<file path="src/rtl/slave_mem_arbiter.sv">
// Purpose : round-robin sharing of one single-ported slave memory between
//           fetch (0), load/store (1) and loader/debug (2) masters.
// Latency : grant is combinational; response exactly MEM_LAT cycles after grant.
// Backpr. : one outstanding access; masters hold m_req and fields until m_gnt.
//
// Ports:
//   clk, reset        - clock, asynchronous active-low reset
//   m_req/m_we/...    - per-master request buses, master i at slice i
//   m_gnt             - one-hot single-cycle grant
//   m_rvalid/m_err    - one-hot response strobe and out-of-range flag
//   m_rdata           - shared read data (0 for writes and errors)
//   mem_*             - memory command (all zero when mem_en is low)
//   busy              - a transaction is outstanding
module slave_mem_arbiter #(
    parameter int ADDR_W    = 32,
    parameter int DATA_W    = 32,
    parameter int MEM_BYTES = 4096,
    parameter int MEM_LAT   = 1
) (
    input  logic                    clk,
    input  logic                    reset,
    input  logic [2:0]              m_req,
    input  logic [2:0]              m_we,
    input  logic [3*ADDR_W-1:0]     m_addr,
    input  logic [3*DATA_W-1:0]     m_wdata,
    input  logic [3*DATA_W/8-1:0]   m_wstrb,
    output logic [2:0]              m_gnt,
    output logic [2:0]              m_rvalid,
    output logic [2:0]              m_err,
    output logic [DATA_W-1:0]       m_rdata,
    output logic                    mem_en,
    output logic                    mem_we,
    output logic [ADDR_W-1:0]       mem_addr,
    output logic [DATA_W-1:0]       mem_wdata,
    output logic [DATA_W/8-1:0]     mem_wstrb,
    input  logic [DATA_W-1:0]       mem_rdata,
    output logic                    busy
);

    localparam int         STRB_W   = DATA_W / 8;
    localparam logic [1:0] CNT_LOAD = 2'(MEM_LAT - 1);

    typedef enum logic {S_IDLE, S_WAIT} state_t;

    state_t              state, state_nxt;
    logic [1:0]          cnt;
    logic [1:0]          last;
    logic [1:0]          owner;
    logic                err_q;
    logic                rd_q;      // response carries memory data

    logic [1:0]          start;
    logic [2:0]          rr_sum;
    logic                win_vld;
    logic [1:0]          win_idx;
    logic                resp;
    logic                can_grant;
    logic                grant;
    logic [ADDR_W-1:0]   sel_addr;
    logic                sel_in_range;

    // Search begins one past the last winner.
    assign start = (last == 2'd2) ? 2'd0 : last + 2'd1;

    always_comb begin
        win_vld = 1'b0;
        win_idx = 2'd0;
        rr_sum  = 3'd0;
        for (int k = 0; k < 3; k++) begin
            rr_sum = {1'b0, start} + 3'(k);
            if (rr_sum >= 3'd3) rr_sum = rr_sum - 3'd3;
            if (!win_vld && m_req[rr_sum[1:0]]) begin
                win_vld = 1'b1;
                win_idx = rr_sum[1:0];
            end
        end
    end

    assign resp = (state == S_WAIT) && (cnt == 2'd0);

    // Grant is combinational from m_req, so it is also masked while reset is
    // asserted to keep every output at zero during reset.
    assign can_grant    = reset && ((state == S_IDLE) || resp);
    assign grant        = can_grant && win_vld;
    assign sel_addr     = m_addr[win_idx*ADDR_W +: ADDR_W];
    assign sel_in_range = sel_addr < ADDR_W'(MEM_BYTES);

    // State register
    always_ff @(posedge clk or negedge reset) begin
        if (!reset) state <= S_IDLE;
        else        state <= state_nxt;
    end

    // Next-state logic: a grant on the response cycle keeps the FSM in WAIT.
    always_comb begin
        state_nxt = state;
        if (grant)     state_nxt = S_WAIT;
        else if (resp) state_nxt = S_IDLE;
    end

    // Transaction bookkeeping
    always_ff @(posedge clk or negedge reset) begin
        if (!reset) begin
            cnt   <= 2'd0;
            last  <= 2'd2;
            owner <= 2'd0;
            err_q <= 1'b0;
            rd_q  <= 1'b0;
        end else if (grant) begin
            cnt   <= CNT_LOAD;
            last  <= win_idx;
            owner <= win_idx;
            err_q <= !sel_in_range;
            rd_q  <= sel_in_range && !m_we[win_idx];
        end else if ((state == S_WAIT) && (cnt != 2'd0)) begin
            cnt   <= cnt - 2'd1;
        end
    end

    // Outputs
    always_comb begin
        m_gnt     = 3'b000;
        mem_en    = 1'b0;
        mem_we    = 1'b0;
        mem_addr  = '0;
        mem_wdata = '0;
        mem_wstrb = '0;
        if (grant) begin
            m_gnt[win_idx] = 1'b1;
            if (sel_in_range) begin
                mem_en    = 1'b1;
                mem_we    = m_we[win_idx];
                mem_addr  = sel_addr;
                mem_wdata = m_wdata[win_idx*DATA_W +: DATA_W];
                mem_wstrb = m_wstrb[win_idx*STRB_W +: STRB_W];
            end
        end

        m_rvalid = 3'b000;
        m_err    = 3'b000;
        m_rdata  = '0;
        if (resp) begin
            m_rvalid[owner] = 1'b1;
            m_err[owner]    = err_q;
            if (rd_q) m_rdata = mem_rdata;
        end
    end

    assign busy = (state == S_WAIT);

endmodule

</file>
<file path="config.mk">
export PLATFORM = sky130hd
export DESIGN_NAME = slave_mem_arbiter
export DESIGN_NICKNAME = d
export VERILOG_FILES = /design/src/rtl/slave_mem_arbiter.sv
export SDC_FILE = /design/constraint.sdc
export NUM_CORES = 1
export LEC_CHECK = 0
export ABC_AREA = 1
export CAP_MARGIN = 10
export CORE_AREA = 2 2 140 142
export CTS_CLUSTER_SIZE = 8
export DETAILED_ROUTE_END_ITERATION = 8
export DIE_AREA = 0 0 142 144
export GPL_TIMING_DRIVEN = 0
export PLACE_DENSITY = 0.62
export SYNTH_ARGS = -nofsm -noshare
export SYNTH_HDL_FRONTEND = slang
export SYNTH_SLANG_ARGS = --single-unit
</file>
<file path="constraint.sdc">
create_clock -name clk -period 4.2 [get_ports clk]
set_clock_uncertainty 0.05 [all_clocks]
set_input_delay 0.84 -clock clk [delete_from_list [all_inputs] [get_ports clk]]
set_output_delay 0.84 -clock clk [all_outputs]
set_load 0.01 [all_outputs]
</file>
# --- Word level (Yosys, flattened, before mapping) ---
# Cells that the tools add are included.
totals:
  ff_bits: 9
  input_bits: 244
  output_inout_bits: 112
  elab_cells: 89
op_classes:
  n_addsub: 7
  order_cmp: 11
  n_eq_ne: 1
  shift: 3
  mux: 41
  n_bitwise: 2
  reduce_logical: 18
op_table:
  columns: ["operator", "count"]
  rows:
  - ["$mux W32", 6]
  - ["$shiftx A96 B8 Y32", 2]
  - ["$lt A32 B13 Y1 const B", 1]
  - ["$mux W2", 9]
  - ["$lt A2 B3 Y1 const B", 5]
  - ["$mux W1", 15]
  - ["$shiftx A12 B5 Y4", 1]
  - ["$logic_and A1 B1 Y1", 9]
  - ["$mux W3", 3]
  - ["$bmux W1 S2", 4]
  - ["$mux W4", 2]
  - ["$ge A3 B2 Y1 const B", 2]
  - ["$reduce_bool A2 Y1", 3]
  - ["$sub A2 B2 Y2 const B", 3]
  - ["$demux W1 S2", 2]
  - ["$ge A2 B1 Y1 const B", 2]
  - ["$logic_not A1 Y1", 4]
  - ["$add A2 B1 Y3 const B", 1]
  - ["$add A2 B2 Y3 const B", 1]
  - ["$and A3 B3 Y3", 1]
  - ["$add A2 B1 Y2 const B", 1]
  - ["$eq A2 B2 Y1 const B", 1]
  - ["$ge A2 B2 Y1 const B", 1]
  - ["$logic_not A2 Y1", 1]
  - ["3 further kinds", 3]

# --- Logic depth before layout (Yosys ltp) ---
# Gate-level depths: netlist of run 1.
logic_depth:
  ltp_word: 18
  depth_mapped: 20

# --- Worst setup path after synthesis of run 1 ---
# Ideal clock, no wire load.
synth_path:
  path_type: "in2out"
  start: "input port m_req[1]"
  end: "output port mem_wdata[21]"
  arrival_time_ns: 2.541
  path_slack_ns: 0.769
  stages: 19
  cell_sequence: "inv_1 -> nand3_1 -> nand2_1 -> nor2_4 -> nand3_2 -> nor2_2 -> nor2_2 -> buf_4 -> nand3_1 -> nand2_1 -> inv_1 -> nand2_1 -> nor2_1 -> nand2_1 -> nor2_2 -> nand2_1 -> buf_6 -> buf_6 -> nor2_2"
synth_between:
  elab_chain_len: 13
  elab_cells_between_ends: 22
  cone_classes: "order compare: 1; shift: 2; mux: 14; reduce/logical: 5"
synth_rtl:
  columns: ["item", "line_no", "rtl"]
  rows:
  - ["start, declared", "22", "input logic [2:0] m_req,"]
  - ["$bmux W1 S2", "72", "if (!win_vld && m_req[rr_sum[1:0]]) begin"]
  - ["$mux W1 (not written as such)", "72", null]
  - ["$mux W1", "72", null]
  - ["$logic_not A1 Y1", "72", null]
  - ["$logic_and A1 B1 Y1", "72", null]
  - ["$mux W1", "72", null]
  - ["$logic_not A1 Y1", "72", null]
  - ["$logic_and A1 B1 Y1", "72", null]
  - ["$mux W2", "72", null]
  - ["$shiftx A96 B8 Y32", "85", "assign sel_addr = m_addr[win_idx*ADDR_W +: ADDR_W];"]
  - ["$lt A32 B13 Y1", "86", "assign sel_in_range = sel_addr < ADDR_W'(MEM_BYTES);"]
  - ["$mux W32", "130", "if (sel_in_range) begin"]
  - ["$mux W32 (*)", "128", "if (grant) begin"]
  - ["end, declared", "34", "output logic [DATA_W-1:0] mem_wdata,"]
# Every way passes the cells marked *; elsewhere a longest branch is shown, timed or not. The select of a mux whose other input is x is not followed.

# --- Worst setup path after layout of run 1 ---
layout_path:
  start: "register last[1]"
  end: "output port mem_addr[5]"
layout_between:
  elab_chain_len: 17
  elab_cells_between_ends: 35
  cone_classes: "add/sub: 6; order compare: 4; eq/ne: 1; shift: 1; mux: 18; reduce/logical: 5"
layout_rtl:
  columns: ["item", "line_no", "rtl"]
  rows:
  - ["start, declared", "47", "logic [1:0] last;"]
  - ["start signal, assigned", "111", "last <= win_idx;"]
  - ["$add A2 B1 Y2 / $eq A2 B2 Y1 (equally long branches)", "63", "assign start = (last == 2'd2) ? 2'd0 : last + 2'd1;"]
  - ["$mux W2 (*)", "63", null]
  - ["branches (longest 14 deep; another with $lt A32 B13 Y1)", null, null]
  - ["$mux W32 (*)", "128", null]
  - ["end, declared", "33", "output logic [ADDR_W-1:0] mem_addr,"]
# Mark *: on every way between the ends. The select of a mux whose other input is x is not followed.

==> results.md, run 1 <==
- CTS root buffer: clkbuf_16
- FF+latch area: 201.4 um^2
- CORE AREA: 19080 um^2
- Critical path peak fanout: 8
- Total global routing track utilization: 15.31%
- Crit path capture type: primary output
- Syn. warnings: 0
- DR vias/cell: 4.238
- DRC viols: 0
- Worst r2r src: last[1]
- Gate power share: 91.3%
- Buf/Inv on CP: 6
- Setup slack at placement: -0.8902 ns
- Die footprint: 20450 um^2
- I/O pin total: 356
- Number of nets still failing antenna checks after routing: 0
- Tightest Pin Transition: 0.5135 ns
- Commonest non-fill, non-tap cell in the layout: clkdlybuf4s50_1
- Register share of total power: 3.4%
- Status: complete, no violations
- Crit. path cell count: 19
- Slowest stage cell, crit path: dfstp_2
- Worst-path cell chain: buf_4 > inv_2 > nand3_2 > nand2_2 > nor2_4 > nand3_4 > nor2_4 > nor2_4 > buf_6 > buf_4 > nand2_1 > nand3_2 > a21oi_2 > nand2_2 > nor2_4 > nand2_4 > buf_8 > nor2_1 > dlygate4sd2_1
- FMAX: 0.2495 GHz
- Crit path max-delay family: simple AND/OR/NAND/NOR gates
- Most frequent cells in the layout: 281 x clkdlybuf4s50_1, 103 x nand2_1, 86 x nor2_1
- Setup TNS: 0 ns
- Slew HR: 65.77%
- Kind of critical path: reg -> out
- Die X: 142 um
- Syn-to-layout area delta: 149.7%
- Max-cap violations: 0
- Syn Area/Cell: 5.608 um^2
- Tmin final: 4.009 ns
- Post-synthesis cell count: 477
- R2R Path End: rd_q
- TritonCTS clock tree: built
- Critical Path RT: 3.31 ns
- Starting DRT DRC Count: 153
- Port Buffers: 335
- Multi-input logic area: 2212 um^2
- Antenna violations before repair: 0
- H-tree levels: 1
- Worst setup endpoint: mem_addr[5]
- Vias in the first global route: 4567
- Crit start category: register
- Synth area leader: nand2_1
- P_int: 1411 uW
- Total CTS buffers: 3
- Final hold vios: 0
- Final Max Tran Viols: 0
- Final Worst Setup Slack: 0.1912 ns
- Max VDD drop: 279.6 uV
- Top cell by count, worst path: nor2_4
- R2R depth: 23
- PD cells: 453.1 nW/um^2
- Antenna diode count: 0
- Leakage: 0.002936 uW
- Async S/R FF share, synth: 100.0%
- Fraction of layout cells with a size suffix above 1: 19.98%
- First-pass GRT wire length: 24460 um
- Sw Pwr: 1616 uW
- Cell Rows: 51
- Drt pass-1 iters: 6
- Avg WL per Cell: 15.75 um
- Placed Cells: 1069
- Synth top area share: 15.29%
- Vias: 4658
- Final #Nets: 1107
- Largest net degree at the start of global routing: 11
- Fin cells: 1099
- EDFF count, synth: 0
- Max Buffers Root-to-Sink: 2
- Register area share after synthesis: 7.530%
- DIE HEIGHT: 144 um
- Global route overflow: 0
- Min-delay worst type: reg -> reg
- Clk pwr share: 5.3%
- Mapped Area: 2675 um^2
- Peak per-stage delay on the critical path: 0.50 ns
- CTS clk-pin slew, worst paths: 0.04 ns
- Ranking of synthesized cells by area: nand2_1 15%, nor2_1 13%, a32o_1 12%, a21oi_1 9.4%, buf_4 7.0%
- Ys flop type: dfrtp_1
- Starting Density: 14.02%
- Skew-Pair Late Insertion Delay: 0.23 ns
- Detailed placement HPWL: 14400 um
- Routed wire length: 17300 um
- Clock sinks: 8
- Reg-to-reg slack, setup: 1.07 ns
- Register bit total from synthesis: 8
- CP Data Arrival Time: 3.12 ns
- Filler cell count: 2110
- Count of unique library cells instantiated by Yosys: 36
- GP Congestion: 0.8075
- Tcrit/Tclk final: 95.45%
- Switch share: 53.39%
- Worst setup path start: last[1]
- Final Setup Violations: 0
==> kinds of logic after synthesis <==
group	after synthesis	share of synthesized area (%)
simple gates	269	45.37
compound gates	110	29.23
buf+inv	88	17.26
flops	8	7.531
fa+ha+maj	1	0.4677
other cells	1	0.1402
==> power by group through the flow <==
| stage | Sequential (uW) | Combinational, uW | Clock [uW] |
|---|---|---|---|
| 3_3_place_gp | 102 | 2420 | 0 |
| 5_1_grt | 104 | 3030 | 171 |
| 4_1_cts | 102 | 2650 | 164 |
| 3_5_place_dp | 103 | 2430 | 0 |
| 2_1_floorplan | 102 | 1580 | 0 |
| 6_report | 102 | 2760 | 161 |
==> worst min-delay path, delay by kind of cell (launching register included) <==
family          cells  cell delay [ns]
compound gates      1             0.12
buf+inv             1             0.05
flops               1             0.31
==> worst min-delay path by stage <==
stage	from	end	cells after the start
final	cnt[1]	cnt[1]	2
after detailed placement	cnt[0]	cnt[0]	3
after global routing	cnt[1]	cnt[1]	2
after floorplan	err_q	err_q	2
after CTS	cnt[0]	cnt[0]	3
after global placement	err_q	err_q	2
==> Yosys cell counts (all sizes together) (2+ instances only) <==
master,instances
or2,2
a21oi,50
dfrtp,7
o21ai,8
nor3,6
a32o,33
inv,31
nand2,113
or3,2
nand4,3
a22o,13
clkbuf,22
nor2,111
nand3b,3
buf,35
nand3,26
nor4,3
a221oi,3
==> state kept, by name, indices dropped and copies added, names as in the netlist <==
register  flops
last          2
rd_q          1
cnt           2
busy          1
owner         1
err_q         1
==> final cells by class <==
class	instances	area share [%]
multi-input combinational	400	33.12
clock buffer	4	1.180
sequential	8	3.016
tap	238	4.459
inverter	31	1.742
timing repair buffer	362	50.64
buffer	56	5.845
==> stage by stage <==
step                power [uW]  hold slack [ns]  utilization [%]  area, um^2
detailed placement        2534           0.4845            33.53        6397
finish                    3027           0.4863            35.01        6679
global placement          2524           0.4619            33.53        6397
CTS                       2911           0.4901            35.16        6709
floorplan                 1679           0.4309                -        2746
global route              3305           0.5389            35.01        6679
==> repair_timing <==
| action | CTS | global route |
|---|---|---|
| gates cloned | 1 | 0 |
| resized for setup | 177 | 58 |
| hold buffers | 0 | 0 |
| setup buffers | 18 | 8 |
| setup endpoints to repair | 50 | 50 |
| pin swaps | 11 | 13 |
==> routing by layer <==
| metal | global-route usage, % | up-vias | routed length, um |
|---|---|---|---|
| met4 | 2.211 | 0 | 168 |
| li1 | - | 2345 | - |
| met2 | 29.32 | 220 | 9096 |
| met5 | 0 | - | 0 |
| met1 | 17.81 | 2081 | 6721 |
| met3 | 3.179 | 12 | 1316 |
(Power assumes the default switching activity.)
==> inputs of run 2 (changes only) <==
--- a/config.mk
+++ b/config.mk
@@ -6,9 +6,8 @@
 export NUM_CORES = 1
 export LEC_CHECK = 0
 export ABC_AREA = 1
-export CAP_MARGIN = 10
 export CORE_AREA = 2 2 140 142
-export CTS_CLUSTER_SIZE = 8
+export CTS_CLUSTER_SIZE = 25
 export DETAILED_ROUTE_END_ITERATION = 8
 export DIE_AREA = 0 0 142 144
 export GPL_TIMING_DRIVEN = 0
==> results of run 2 <==
The final DEF is identical to that of run 1; final timing and power are the same.
==> inputs of run 3 (changes only) <==
--- a/config.mk
+++ b/config.mk
@@ -7,11 +7,13 @@
 export LEC_CHECK = 0
 export ABC_AREA = 1
 export CORE_AREA = 2 2 140 142
+export CTS_CLUSTER_DIAMETER = 80
 export CTS_CLUSTER_SIZE = 25
 export DETAILED_ROUTE_END_ITERATION = 8
 export DIE_AREA = 0 0 142 144
 export GPL_TIMING_DRIVEN = 0
-export PLACE_DENSITY = 0.62
+export PLACE_DENSITY = 0.64
 export SYNTH_ARGS = -nofsm -noshare
 export SYNTH_HDL_FRONTEND = slang
 export SYNTH_SLANG_ARGS = --single-unit
+export TNS_END_PERCENT = 5
==> constraint.sdc (replaced) <==
create_clock -name clk -period 3.6 [get_ports clk]
set_clock_uncertainty 0.05 [all_clocks]
set_input_delay 0.72 -clock clk [delete_from_list [all_inputs] [get_ports clk]]
set_output_delay 0.72 -clock clk [all_outputs]
set_load 0.01 [all_outputs]
==> run 3 against run 2 <==
- first-iteration DRC count up 22%
- clock-buffer cell count unchanged
- sequential power up 20%
- clock power up 22%
- sequential share of layout area down 0.19 points
- final cell count up 1.2%
- total power up 29%
- worst hold slack worse by 0.038 ns
- cell area up 6.6%
- the run now ends with setup timing left
- combinational power up 30%
- highest routed layer unchanged
- non-clock buffer count up 13
==> results.md, run 3 (synthesized netlist as in run 1, its figures left out) <==
- Cell Area, Placed: 6397 um^2 (unchanged)
- Final #Nets: 1120 (+1.2%)
- Crit path max-delay family: buffers and inverters
- Antenna diode count: 0 (unchanged)
- CORE AREA: 19080 um^2 (unchanged)
- Die footprint: 20450 um^2 (unchanged)
- Final Setup Violations: 35 (+35)
- Skew-Pair Late Insertion Delay: 0.24 ns (about the same)
- Routed wire length: 17380 um (+0.44%)
- Register share of total power: 3.1% (-0.3 points)
- H-tree levels: 1 (unchanged)
- Top cell by count, worst path: buf_6
- Starting Density: 14.02% (unchanged)
- Leakage: 0.003060 uW (+4.2%)
- Tmin final: 3.734 ns
- Cell Rows: 51 (unchanged)
- Port Buffers: 335 (unchanged)
- Setup slack at placement: -1.266 ns (-0.3762 ns)
- Critical Path RT: 2.83 ns (-0.48 ns)
- Met2 usage: 28.78% (-0.53 points)
- Layer with the highest usage: met2
- Max VDD drop: 303.3 uV (+8.5%)
- Clock sinks: 8 (unchanged)
- P_int: 1876 uW (+33%)
- Syn-to-layout area delta: 166.0%
- Gate power share: 91.9% (+0.6 points)
- Drt pass-1 iters: 4 (-2)
- Setup TNS: -2.927 ns (-2.927 ns)
- Commonest non-fill, non-tap cell in the layout: clkdlybuf4s50_1
- Total global routing track utilization: 15.40% (+0.089 points)
- Fraction of layout cells with a size suffix above 1: 25.29% (+5.3 points)
- CTS root buffer: clkbuf_16
- Filler cell count: 2045 (-3.1%)
- First-pass GRT wire length: 24710 um (+1.0%)
- Kind of critical path: reg -> out
- Crit path capture type: primary output
- RSZ-0062 raised after global routing: true
- TritonCTS clock tree: built
- Starting DRT DRC Count: 186 (+22%)
- Met1 usage: 18.70% (+0.89 points)
- Crit start category: register
- Clk pwr share: 5.0% (-0.3 points)
- DRC viols: 0 (unchanged)
- GP Congestion: 0.8524 (+5.6%)
- Die X: 142 um (unchanged)
- Met3 GRT Util: 2.351% (-0.83 points)
- Design Area, Final: 7117 um^2 (+6.6%)
- Vias in the first global route: 4567 (unchanged)
- Slowest stage cell, crit path: a221oi_1
- Fin cells: 1112 (+1.2%)
- Placed Cells: 1069 (unchanged)
- Vias: 4767 (+2.3%)
- Global route overflow: 0 (unchanged)
- Critical path peak fanout: 10 (+2)
- Top Registers: cnt: 2 flops, last: 2 flops
- Switch share: 52.02% (-1.4 points)
- Min-delay worst type: in -> async
- DIE HEIGHT: 144 um (unchanged)
- Number of nets still failing antenna checks after routing: 0 (unchanged)
- FMAX: 0.2678 GHz
- DR vias/cell: 4.287 (+1.1%)
- Max Buffers Root-to-Sink: 2 (unchanged)
- Tightest Pin Transition: 0.6236 ns (+0.1101 ns)
- CP Data Arrival Time: 2.96 ns (-0.16 ns)
- Final Max Tran Viols: 0 (unchanged)
- Most frequent cells in the layout: 280 x clkdlybuf4s50_1, 93 x nand2_1, 72 x nor2_1
- Peak per-stage delay on the critical path: 0.63 ns (+0.13 ns)
- I/O pin total: 356 (unchanged)
- PD cells: 549.4 nW/um^2 (+21%)
- Final hold vios: 0 (unchanged)
- Total CTS buffers: 3 (unchanged)
- Antenna violations before repair: 0 (unchanged)
- Worst-path cell chain: buf_8 > buf_6 > nor3_4 > nor2_4 > buf_6 > nand4_4 > nand2_8 > inv_8 > buf_12 > clkbuf_2 > a221oi_1 > nor2_2 > buf_2
- Status: finished with violations
- Slew HR: 58.42% (-7.3 points)
- Failing checks: setup timing
- Largest net degree at the start of global routing: 11 (unchanged)
- Sw Pwr: 2034 uW (+26%)
- Detailed placement HPWL: 14310 um (-0.64%)
- Buf/Inv on CP: 7 (+1)
- Post-cts hold buffer count: 0 (unchanged)
- Max-cap violations: 0 (unchanged)
- Final Worst Setup Slack: -0.1336 ns (-0.3248 ns)
- Worst hold slack: 0.4482 ns (-0.03806 ns)
- CTS clk-pin slew, worst paths: 0.04 ns (about the same)
- Tcrit/Tclk final: 103.7%
- Avg WL per Cell: 15.63 um (-0.73%)
run 3: layout make-up:
class	instances	area, um^2	area share (%)
plain buffers	57	454.2	6.382
clock buffers	4	78.83	1.108
inverters	31	131.4	1.846
multi-input cells	400	2366	33.25
flip-flops and latches	8	201.4	2.831
well taps	238	297.8	4.184
repair buffers	374	3587	50.40
run 3: what timing repair did:
action                     CTS  global route
setup buffers               29             8
pin swaps                   21            29
setup endpoints to repair   53            51
resized for setup          287            61
cloned                       2             0
run 3: worst register-to-register path: cells and delay by family, from the launching register on:
kind	cells	cell delay [ns]
DFF	1	0.52
AOI/OAI and AO/OA	1	0.16
buffers and inverters	9	1.19
and+or+nand+nor	10	0.97
run 3: power by group through the flow:
stage	clock [uW]	combinational, uW	sequential (uW)
2_1_floorplan	0	1840	120
4_1_cts	200	3380	121
5_1_grt	205	3920	126
3_5_place_dp	0	2810	120
6_report	197	3590	122
3_3_place_gp	0	2810	119
run 3: path summary, 6_finish.rpt:
kind	from	end	slack [ns]	cells past startpoint
worst max-delay path	last[1]	mem_wdata[12]	-0.13	13
worst min-delay path	reset	rd_q	0.45	1
worst max register to register	last[1]	rd_q	0.60	20
worst min register to register	err_q	err_q	0.46	2
max in group asynchronous	reset	last[1]	2.74	1
min in group clk	err_q	err_q	0.46	2
run 3: per-layer routing:
metal / routed length (um) / share of wire (%)
met1: 6845 / 39
met2: 8990 / 52
met3: 1271 / 7.3
met4: 274 / 1.6
met5: 0 / 0
run 3: stage by stage:
stage               total power (uW)  util (%)
floorplan                       1959         -
CTS                             3704     36.02
global placement                2929     33.53
global route                    4250     37.30
finish                          3910     37.30
detailed placement              2934     33.53
